[src/rtl/alu_result_collector_if.sv]
// alu_result_collector_if: execution-unit result input, downstream handshake and status bundle
interface alu_result_collector_if #(
  parameter int OUT_DATA_WIDTH = 16,
  parameter int TAG_WIDTH      = 4,
  parameter int DEPTH          = 4,
  parameter int CNT_WIDTH      = 8
);
  localparam int CW = $clog2(DEPTH) + 1;
  logic [OUT_DATA_WIDTH-1:0] alu_out;
  logic                      out_valid;
  logic [TAG_WIDTH-1:0]      alu_tag;
  logic [OUT_DATA_WIDTH-1:0] res_data;
  logic [TAG_WIDTH-1:0]      res_tag;
  logic                      res_valid;
  logic                      res_ready;
  logic [CW-1:0]             count;
  logic                      overflow;
  logic [CNT_WIDTH-1:0]      drop_cnt;
  logic                      clr_ovf;
  modport master (
    output alu_out, out_valid, alu_tag, res_ready, clr_ovf,
    input  res_data, res_tag, res_valid, count, overflow, drop_cnt
  );
  modport slave (
    input  alu_out, out_valid, alu_tag, res_ready, clr_ovf,
    output res_data, res_tag, res_valid, count, overflow, drop_cnt
  );
endinterface

[src/rtl/alu_result_collector.sv]
// alu_result_collector: FWFT FIFO capturing flagged ALU results with sticky overflow and saturating drop count
module alu_result_collector #(
  parameter int OUT_DATA_WIDTH = 16,
  parameter int TAG_WIDTH      = 4,
  parameter int DEPTH          = 4,
  parameter int CNT_WIDTH      = 8
) (
  input  logic clk,
  input  logic rst_n,
  alu_result_collector_if.slave bus
);
  localparam int PW = $clog2(DEPTH);
  localparam int CW = PW + 1;
  localparam logic [CW-1:0] FULL = CW'(DEPTH);
  logic [OUT_DATA_WIDTH-1:0] data_q [DEPTH];
  logic [TAG_WIDTH-1:0]      tag_q  [DEPTH];
  logic [PW-1:0]             wr_q, wr_d, rd_q, rd_d;
  logic [CW-1:0]             count_q, count_d;
  logic                      ovf_q, ovf_d;
  logic [CNT_WIDTH-1:0]      drop_q, drop_d;
  logic                      push, pop, drop;
  // Handshake decode and next-state; a full FIFO still accepts when the head leaves the same cycle
  always_comb begin
    pop     = (count_q != '0) & bus.res_ready;
    push    = bus.out_valid & ((count_q != FULL) | pop);
    drop    = bus.out_valid & (count_q == FULL) & ~pop;
    wr_d    = push ? wr_q + PW'(1) : wr_q;
    rd_d    = pop ? rd_q + PW'(1) : rd_q;
    count_d = count_q + CW'(push) - CW'(pop);
    ovf_d   = bus.clr_ovf ? 1'b0 : ovf_q | drop;
    drop_d  = bus.clr_ovf ? '0 : (drop & ~&drop_q) ? drop_q + CNT_WIDTH'(1) : drop_q;
  end
  // Pointer, occupancy and overflow state; reset empties the queue immediately
  always_ff @(posedge clk or negedge rst_n) begin
    if (!rst_n) begin
      wr_q    <= '0;
      rd_q    <= '0;
      count_q <= '0;
      ovf_q   <= 1'b0;
      drop_q  <= '0;
    end else begin
      wr_q    <= wr_d;
      rd_q    <= rd_d;
      count_q <= count_d;
      ovf_q   <= ovf_d;
      drop_q  <= drop_d;
    end
  end
  // Storage needs no reset; contents are only visible while occupancy covers them
  always_ff @(posedge clk) begin
    if (push) begin
      data_q[wr_q] <= bus.alu_out;
      tag_q[wr_q]  <= bus.alu_tag;
    end
  end
  // Head presented straight from storage, forced to zero when empty
  always_comb begin
    bus.res_valid = count_q != '0;
    bus.res_data  = bus.res_valid ? data_q[rd_q] : '0;
    bus.res_tag   = bus.res_valid ? tag_q[rd_q] : '0;
    bus.count     = count_q;
    bus.overflow  = ovf_q;
    bus.drop_cnt  = drop_q;
  end
endmodule

[src/flat_wrapper.sv]
// flat-port wrapper written by rule: the top's interface ports become plain ports
module alu_result_collector_flat 
#(
  parameter int OUT_DATA_WIDTH = 16,
  parameter int TAG_WIDTH      = 4,
  parameter int DEPTH          = 4,
  parameter int CNT_WIDTH      = 8
)
  (clk, rst_n, bus_alu_out, bus_out_valid, bus_alu_tag, bus_res_ready, bus_clr_ovf, bus_res_data, bus_res_tag, bus_res_valid, bus_count, bus_overflow, bus_drop_cnt);
  alu_result_collector_if #(.OUT_DATA_WIDTH(OUT_DATA_WIDTH), .TAG_WIDTH(TAG_WIDTH), .DEPTH(DEPTH), .CNT_WIDTH(CNT_WIDTH)) bus_i ();
  input  logic clk;
  input  logic rst_n;
  input wire logic [$bits(bus_i.alu_out)-1:0] bus_alu_out;
  input wire logic [$bits(bus_i.out_valid)-1:0] bus_out_valid;
  input wire logic [$bits(bus_i.alu_tag)-1:0] bus_alu_tag;
  input wire logic [$bits(bus_i.res_ready)-1:0] bus_res_ready;
  input wire logic [$bits(bus_i.clr_ovf)-1:0] bus_clr_ovf;
  output wire logic [$bits(bus_i.res_data)-1:0] bus_res_data;
  output wire logic [$bits(bus_i.res_tag)-1:0] bus_res_tag;
  output wire logic [$bits(bus_i.res_valid)-1:0] bus_res_valid;
  output wire logic [$bits(bus_i.count)-1:0] bus_count;
  output wire logic [$bits(bus_i.overflow)-1:0] bus_overflow;
  output wire logic [$bits(bus_i.drop_cnt)-1:0] bus_drop_cnt;
  assign bus_i.alu_out = bus_alu_out;
  assign bus_i.out_valid = bus_out_valid;
  assign bus_i.alu_tag = bus_alu_tag;
  assign bus_i.res_ready = bus_res_ready;
  assign bus_i.clr_ovf = bus_clr_ovf;
  assign bus_res_data = bus_i.res_data;
  assign bus_res_tag = bus_i.res_tag;
  assign bus_res_valid = bus_i.res_valid;
  assign bus_count = bus_i.count;
  assign bus_overflow = bus_i.overflow;
  assign bus_drop_cnt = bus_i.drop_cnt;
  alu_result_collector #(.OUT_DATA_WIDTH(OUT_DATA_WIDTH), .TAG_WIDTH(TAG_WIDTH), .DEPTH(DEPTH), .CNT_WIDTH(CNT_WIDTH)) u_core (.clk(clk), .rst_n(rst_n), .bus(bus_i));
endmodule
[config.mk]
export PLATFORM = sky130hd
export DESIGN_NAME = alu_result_collector_flat
export DESIGN_NICKNAME = d
export VERILOG_FILES = /design/src/rtl/alu_result_collector_if.sv /design/src/rtl/alu_result_collector.sv /design/src/flat_wrapper.sv
export SDC_FILE = /design/constraint.sdc
export NUM_CORES = 1
export LEC_CHECK = 0
export ABC_AREA = 1
export BUFFER_PORTS_ARGS = -buffer_cell sky130_fd_sc_hd__clkbuf_2
export CAP_MARGIN = 15
export CORE_ASPECT_RATIO = 1.25
export CORE_MARGIN = 8
export CORE_UTILIZATION = 61
export DETAILED_ROUTE_END_ITERATION = 8
export HOLD_SLACK_MARGIN = 0.05
export PLACE_DENSITY = 0.84
export SLEW_MARGIN = 40
export SYNTH_ARGS = -nofsm -noshare
export SYNTH_HDL_FRONTEND = slang
export SYNTH_SLANG_ARGS = --single-unit
[constraint.sdc]
create_clock -name clk -period 4.5 [get_ports clk]
set_input_delay 0.45 -clock clk [delete_from_list [all_inputs] [get_ports clk]]
set_output_delay 0.45 -clock clk [all_outputs]
set_load 0.03 [all_outputs]
Word-level counts from Yosys, hierarchy flattened
Memories as Yosys holds them, arrays and structs flattened.
Index checks and enable logic that the tools add are counted.
- register bits after elaboration: 16
- RAM bits: 80
- output and inout port bits: 33
- word-level logic and storage cells: 33
- memories: 2
- memory list (memory ; words ; bits a word ; read ports ; clocked after Yosys merged registers in ; wr ports ; RTL line ; RTL):
    u_core.data_q ; 4 ; 16 ; 1 ; 0 ; 1 ; alu_result_collector.sv:15 ; logic [OUT_DATA_WIDTH-1:0] data_q [DEPTH];
    u_core.tag_q ; 4 ; 4 ; 1 ; 0 ; 1 ; alu_result_collector.sv:16 ; logic [TAG_WIDTH-1:0] tag_q [DEPTH];
- add/subtract/negate cells: 5
- equality and inequality tests: 2
- muxes and demuxes: 7
- bitwise gates (word level): 8
- reduce and logical (&&, ||, !) cells: 4
- operators by type and width (kind ; count):
    16-bit 2-to-1 mux ; 1
    8-bit 2-to-1 mux ; 2
    8-bit by 1-bit adder with 8-bit output, second input constant ; 1
    8-bit AND reduction ; 1
    1-bit bitwise AND ; 5
    2-bit by 1-bit adder with 2-bit output, second input constant ; 2
    4-bit 2-to-1 mux ; 1
    3-bit by 1-bit adder with 3-bit output ; 1
    3-bit == test, second input constant ; 1
    1-bit 2-to-1 mux ; 3
    3-bit inequality test, second input constant ; 1
    3-bit nonzero test ; 1
    3-bit by 1-bit subtractor with 3-bit output ; 1
    1-bit bitwise OR ; 2
    2-bit nonzero test ; 1
    1-bit zero test ; 1
    1-bit inverter ; 1

Longest topological paths before layout
Gate-level depths: netlist of the first run.
- word-level depth: 7
- gate-level depth with buffers: 10
- gate-level depth less buffers: 10

Least setup slack after synthesis of the first run
Ideal clock, no wire load.
- path kind: register to register
- start: reg u_core.count_q[1], in the netlist u_core.bus.count[1]
- end: reg u_core.count_q[2], in the netlist u_core.bus.count[2]
- library setup time: 129 ps
- data arrival time: 2089 ps
- data required time: 4371 ps
- slack: 2282 ps
- cell stages (with the launch flop): 10
- path through: dfrtp_1 -> nor2_2 -> nand2_1 -> nand2_1 -> xnor2_1 -> ha_1 -> inv_1 -> fa_1 -> xnor2_1 -> xor2_1
- longest elaborated chain between the ends: 6
- elaborated cells on any way between the ends: 7
- those cells by class: add/sub: 2; eq/ne: 1; bitwise: 3; reduce/logical: 1
- RTL lines (element ; RTL line ; RTL):
    from (decl) ; alu_result_collector.sv:18 ; logic [CW-1:0] count_q, count_d;
    from (signal assigned) ; alu_result_collector.sv:44 ; count_q <= count_d;
    3-bit nonzero test * ; - ;
    via bus_res_valid ; flat_wrapper.sv:20 ; output wire logic [$bits(bus_i.res_valid)-1:0] bus_res_valid;
    1-bit bitwise AND * ; alu_result_collector.sv:24 ; pop = (count_q != '0) & bus.res_ready;
    1-bit bitwise OR ; alu_result_collector.sv:25 ; push = bus.out_valid & ((count_q != FULL) | pop);
    1-bit bitwise AND ; alu_result_collector.sv:25 ;
    3-bit by 1-bit adder with 3-bit output ; alu_result_collector.sv:29 ; count_d = count_q + CW'(push) - CW'(pop);
    3-bit by 1-bit subtractor with 3-bit output * ; alu_result_collector.sv:29 ;
    via u_core.count_d[2] ; alu_result_collector.sv:18 ;
The timed path passes the listed nets; every way through them passes the cells marked *.
A chain may end at the register's enable or synchronous reset.

Worst setup path after layout of the first run
- start: reg u_core.rd_q[1]
- end: out bus_res_data[9]
- longest elaborated chain between the ends: 2
- RTL lines (element ; RTL line ; RTL):
    from (decl) ; alu_result_collector.sv:17 ; logic [PW-1:0] wr_q, wr_d, rd_q, rd_d;
    from (signal assigned) ; alu_result_collector.sv:43 ; rd_q <= rd_d;
    memory read 4 x 16 bit ; - ;
    16-bit 2-to-1 mux ; alu_result_collector.sv:59 ; bus.res_data = bus.res_valid ? data_q[rd_q] : '0;
    to (decl) ; flat_wrapper.sv:18 ; output wire logic [$bits(bus_i.res_data)-1:0] bus_res_data;
Every way passes these cells.

==> flow_summary.json, run 1 <==
{
  "synthCells": 360,
  "nFillCells": 468,
  "vdd_ir_drop_max_v": 0.000386,
  "setup_viol": 0,
  "synth.yosys.seq_area_share": 0.693,
  "fin_tns_setup_ns": 0,
  "max_freq_ghz": 0.324,
  "io_buffers": 57,
  "slowest_stage": "dfrtp_1",
  "clk_latency_ns": 0.36,
  "criticalPathCategory": "reg2out",
  "io_pins": 58,
  "synth-xor-area-share": 0.0108,
  "synth_top_family_by_area": "simple AND/OR/NAND/NOR gates",
  "whs_ns": 0.304,
  "fp.dieH_microns": 107,
  "diodes": 0,
  "clock-sinks": 96,
  "hpwl_mm": 5.39,
  "hp-class": "in2reg",
  "clock_skew_ns": 0.00910,
  "antenna_found_initial": 0,
  "synth_mux_area_frac": 0,
  "first_iter_violations": 200,
  "fin_crit_ns": 3.09,
  "synthAdderAreaFrac": 0.0235,
  "syn2layout_area_growth_pct": 14.2,
  "cp_top_family": "flip-flops",
  "routedWlPerCell_microns": 16.7,
  "die_area_sq_um": 9510,
  "grt_usage": 0.187,
  "leakage_nw": 1.85,
  "final-hold-violation-count": 0,
  "drv_cap": 0,
  "drc": 0,
  "drv_slew": 0,
  "syn_area_sq_um": 4050,
  "grt_start_max_net_pins": 42,
  "start_util": 0.624,
  "placed_area_sq_um": 4390,
  "top_usage_layer": "met2",
  "dr.pass1.iters": 5,
  "syn_avg_cell_area_sq_um": 11.2,
  "mostFrequentLayoutCells": "nor2_1, edfxtp_1, clkbuf_2",
  "drive_gt1_frac": 0.203,
  "synth_compound_gate_area_share": 0.0866,
  "cp-start-kind": "flop",
  "syn_nets": 392,
  "yosys.area_share.simple": 0.144,
  "ant_nets": 0,
  "clock-root-buffer": "clkbuf_8",
  "grt_pass1_wl_mm": 13.4,
  "cp_num_buf_inv": 2,
  "grt_pass1_vias": 2791,
  "vias_per_cell": 5.43,
  "grt.overflow.total": 0,
  "rows": 33,
  "numCtsBuffers": 9,
  "cp.arrival_ns": 2.64,
  "tightest_slew_ns": 0.830,
  "grtUsageMet1": 0.214,
  "period_share": 0.686,
  "cp.required_ns": 4.05,
  "cp_max_fo": 22,
  "outcome": "complete, no violations",
  "nets": 446,
  "vias": 2750,
  "rsz0062_at_grt": "false",
  "drt-total-wl_mm": 8.47,
  "die_w_microns": 88.8,
  "cp_cell_sequence": "inv_1 -> nor2_1 -> o21ai_0 -> a21oi_1 -> clkbuf_2",
  "stdcell_area_sq_um": 4620,
  "cts.repair.resized": 0,
  "coreArea_sq_um": 6480,
  "clkTransAtPathRegs_ns": 0.09,
  "critical-path-max-stage-delay_ns": 0.89,
  "met3_usage": 0.0589,
  "max_slew_margin": 0.447,
  "yosysUniqueCellTypes": 27,
  "end_kind": "output port",
  "clockBufferDepth": 2,
  "globalplace.congestion": 0.810,
  "final_common_cell": "nor2_1",
  "yosys_warnings": 0,
  "ctsHtreeMaxLevel": 3,
  "power_density_nw_per_um2": 687,
  "grt_use_met2": 0.317,
  "synth_seq_cells": 96,
  "cts_tree": "built"
}
## sequential cells by signal, indices dropped and copies added (netlist names)
name                 cells
u_core.bus.count         3
u_core.bus.drop_cnt      8
u_core.bus.overflow      1
u_core.data_q           64
u_core.rd_q              2
u_core.tag_q            16
u_core.wr_q              2
## stage by stage
| stage | utilization | cells | setup slack (ns) | power [mW] |
|---|---|---|---|---|
| 2_1_floorplan | - | 360 | 2.28 | 2.21 |
| 3_3_place_gp | 0.675 | 489 | 1.88 | 2.54 |
| 5_1_grt | 0.713 | 506 | 1.27 | 3.36 |
| 4_1_cts | 0.713 | 506 | 1.44 | 3.19 |
| 6_report | 0.713 | 506 | 1.41 | 3.17 |
| 3_5_place_dp | 0.677 | 489 | 1.82 | 2.59 |
## synth_stat cells (all sizes together)
cell type	instances	area (sq um)
nor2	97	369
edfxtp	80	2400
o21ai	44	220
nand2	31	129
a21oi	23	115
inv	22	82.6
dfrtp	16	400
nand3	15	80.1
buf	11	63.8
clkbuf	6	25.0
ha	6	75.1
xor2	3	26.3
xnor2	2	17.5
fa	1	20.0
nor3	1	5.00
o21a	1	7.51
o21bai	1	7.51
## power breakdown
group | switching (mW) | internal (mW) | total [mW]
registers | 0.110 | 1.15 | 1.26
logic | 0.944 | 0.357 | 1.30
clock network | 0.293 | 0.317 | 0.610
total | 1.35 | 1.83 | 3.17
## final cells by class
class                           instances  area [sq um]  area share
Clock buffer                           10           128      0.0276
Clock inverter                          6          92.6      0.0200
Multi-Input combinational cell        225          1100       0.237
Tap cell                               87           109      0.0236
Inverter                               22          82.6      0.0179
Sequential cell                        96          2800       0.606
Timing Repair Buffer                   60           310      0.0671
## logic make-up after synthesis
logic type / after synthesis
and+or+nand+nor: 144
xor gates and xnor gates: 5
adders and majority gates: 7
DFF: 96
AOI/OAI and AO/OA: 69
buffers and inverters: 39
## worst register-to-register path, delay by kind of cell (launching register included)
kind                       cells  cell delay (ns)
and+or+nand+nor                3             0.46
adders and majority gates      2             0.54
xor gates and xnor gates       3             0.49
buffers and inverters          1             0.05
DFF                            1             0.43
## final timing paths
path,from,to,slack [ns],cells after the start
max in group asynchronous,rst_n,u_core.wr_q[0],3.65,2
max reg2reg,u_core.bus.count[0],u_core.bus.count[2],2.47,9
min,bus_alu_out[10],u_core.data_q[2][10],0.30,1
max,u_core.rd_q[1],bus_res_data[9],1.41,5
min reg2reg,u_core.bus.overflow,u_core.bus.overflow,0.52,1
min in group asynchronous,rst_n,u_core.bus.drop_cnt[2],0.55,2
## timing repair
action,in CTS,in global routing
endpoints found under the hold margin,16,0
hold buffers,1,0
setup buffers,0,0
setup endpoints to repair,0,0
## per-layer routing
layer | share of wire | routed length, microns | vias up
li1 | - | - | 1329
met3 | 0.066 | 558 | 6
met1 | 0.40 | 3390 | 1330
met5 | 0 | 0 | -
met4 | 0.0074 | 63 | 0
met2 | 0.53 | 4460 | 85
No activity file was read; power rests on OpenSTA's default activity.
==> run 2, diff against run 1 <==
--- a/config.mk
+++ b/config.mk
@@ -10,10 +10,10 @@
 export CAP_MARGIN = 15
 export CORE_ASPECT_RATIO = 1.25
 export CORE_MARGIN = 8
-export CORE_UTILIZATION = 61
+export CORE_UTILIZATION = 57
 export DETAILED_ROUTE_END_ITERATION = 8
 export HOLD_SLACK_MARGIN = 0.05
-export PLACE_DENSITY = 0.84
+export PLACE_DENSITY = 0.79
 export SLEW_MARGIN = 40
 export SYNTH_ARGS = -nofsm -noshare
 export SYNTH_HDL_FRONTEND = slang
==> constraint.sdc (replaced) <==
create_clock -name clk -period 3.2 [get_ports clk]
set_input_delay 0.32 -clock clk [delete_from_list [all_inputs] [get_ports clk]]
set_output_delay 0.32 -clock clk [all_outputs]
set_load 0.03 [all_outputs]
==> flow_summary.json, run 2 (synthesis gave the netlist of run 1 again) <==
{
  "globalplace.congestion": 0.829,
  "setup_viol": 0,
  "cp.arrival_ns": 2.57,
  "route.top_layer_used": "met4",
  "hold_path_end": "u_core.data_q[0][0]",
  "dp.cells": 495,
  "io_buffers": 57,
  "min_from": "bus_alu_out[0]",
  "final-hold-violation-count": 0,
  "grt_usage": 0.159,
  "clock_skew_ns": 0.0162,
  "dr_wl_met3_microns": 318,
  "fp.dieH_microns": 110,
  "wl_met2_mm": 4.08,
  "fin_cells": 512,
  "clk_latency_ns": 0.36,
  "power_density_nw_per_um2": 945,
  "io_pins": 58,
  "nets": 449,
  "grt_start_max_net_pins": 42,
  "antenna_found_initial": 0,
  "hp-class": "in2reg",
  "clock-root-buffer": "clkbuf_8",
  "criticalPathCategory": "reg2out",
  "max_slew_margin": 0.451,
  "clkTransAtPathRegs_ns": 0.09,
  "tightest_slew_ns": 0.824,
  "wl_met1_mm": 3.22,
  "dr.pass1.iters": 5,
  "rsz0062_at_grt": "false",
  "combinationalPowerShare": 0.411,
  "start_util": 0.584,
  "grt.overflow.total": 0,
  "cp-start-kind": "flop",
  "clockBufferDepth": 2,
  "die_area_sq_um": 10100,
  "mostFrequentLayoutCells": "nor2_1, edfxtp_1, clkbuf_2",
  "drt-total-wl_mm": 7.69,
  "grt_pass1_wl_mm": 12.5,
  "ant_nets": 0,
  "cp_max_fo": 22,
  "switching_share": 0.427,
  "fin_crit_ns": 2.89,
  "vdd_ir_drop_max_v": 0.000469,
  "drv_slew": 0,
  "p_seq_frac": 0.409,
  "largest_reg_flops": 64,
  "vias": 2672,
  "top_register": "u_core.data_q",
  "drv_cap": 0,
  "postCtsSetupRepairBufs": 0,
  "fin_tns_setup_ns": 0,
  "cts_tree": "built",
  "leakage_nw": 1.85,
  "regToRegSetupSlack_ns": 1.22,
  "drive_gt1_frac": 0.211,
  "syn2layout_area_growth_pct": 14.0,
  "p_total_mw": 4.36,
  "hold_buffers": 1,
  "rows": 34,
  "r2r_end": "u_core.bus.count[2]",
  "end_kind": "output port",
  "first_iter_violations": 121,
  "vias_per_cell": 5.22,
  "r2r-start": "u_core.bus.count[1]",
  "max_freq_ghz": 0.346,
  "clkPwrFrac": 0.180,
  "whs_ns": 0.176,
  "outcome": "complete, no violations",
  "cts.repair.resized": 0,
  "drc": 0,
  "grt_pass1_vias": 2695,
  "diodes": 0,
  "post-route-util": 0.665,
  "worstHoldPathCells": 1,
  "routedWlPerCell_microns": 15.0,
  "die_w_microns": 91.4,
  "internal_power_mw": 2.50,
  "hpwl_mm": 5.13,
  "coreArea_sq_um": 6930,
  "r2r_cells": 9,
  "ctsHtreeMaxLevel": 3,
  "period_share": 0.904,
  "netSwitchingPower_mw": 1.86,
  "numCtsBuffers": 9,
  "cp.required_ns": 2.88,
  "final_common_cell": "nor2_1",
  "clock-sinks": 96
}
==> run 2: changes by cell type in the layout (fill, tap and decap cells not counted), sizes merged <==
| cell | before | now |
|---|---|---|
| bufinv | 2 | 1 |
| inv | 23 | 25 |
| buf | 2 | 5 |
| clkbuf | 67 | 66 |
==> run 2: power by group through the flow <==
stage               Combinational [mW]  Sequential (mW)  Clock, mW
finish                            1.79             1.78      0.783
detailed placement                1.82             1.81          0
CTS                               1.82             1.78      0.798
global placement                  1.77             1.80          0
global route                      1.97             1.82      0.845
floorplan                         1.34             1.76          0
==> run 2: metal layers <==
metal  vias to the layer above  global-route usage
li1                       1334                   -
met4                         0              0.0621
met1                      1278               0.176
met2                        53               0.284
met3                         7              0.0488
met5                         -                   0
==> run 2: per-stage QoR <==
step | cell area (sq um) | setup WS (ns)
4_1_cts | 4610 | 0.310
3_3_place_gp | 4400 | 0.749
3_5_place_dp | 4400 | 0.704
2_1_floorplan | 4050 | 0.982
5_1_grt | 4610 | 0.0794
6_report | 4610 | 0.308
==> run 2: worst max-delay path: stages (launching register included) <==
cell and delay (ns):
dfrtp_1 0.89, inv_1 0.59, nor2_1 0.21, o21ai_0 0.10, a21oi_1 0.19, clkbuf_2 0.24
==> run 2: worst max-delay path by stage <==
stage	from	endpoint	slack [ns]	cells after the start
finish	u_core.rd_q[1]	bus_res_tag[0]	0.31	5
global route	u_core.rd_q[1]	bus_res_data[15]	0.08	5
CTS	u_core.rd_q[1]	bus_res_tag[0]	0.31	5
detailed placement	u_core.rd_q[1]	bus_res_tag[0]	0.70	5
global placement	u_core.rd_q[1]	bus_res_tag[0]	0.75	5
floorplan	u_core.bus.count[1]	u_core.bus.count[2]	0.98	9
==> run 2: final cells by class <==
class / count / area, sq um
clock buffer: 9 / 124
sequential: 96 / 2800
timing repair buffer: 63 / 333
fill: 533 / 2320
tap: 90 / 113
inverter: 22 / 82.6
clock inverter: 7 / 77.6
multi-input combinational: 225 / 1080
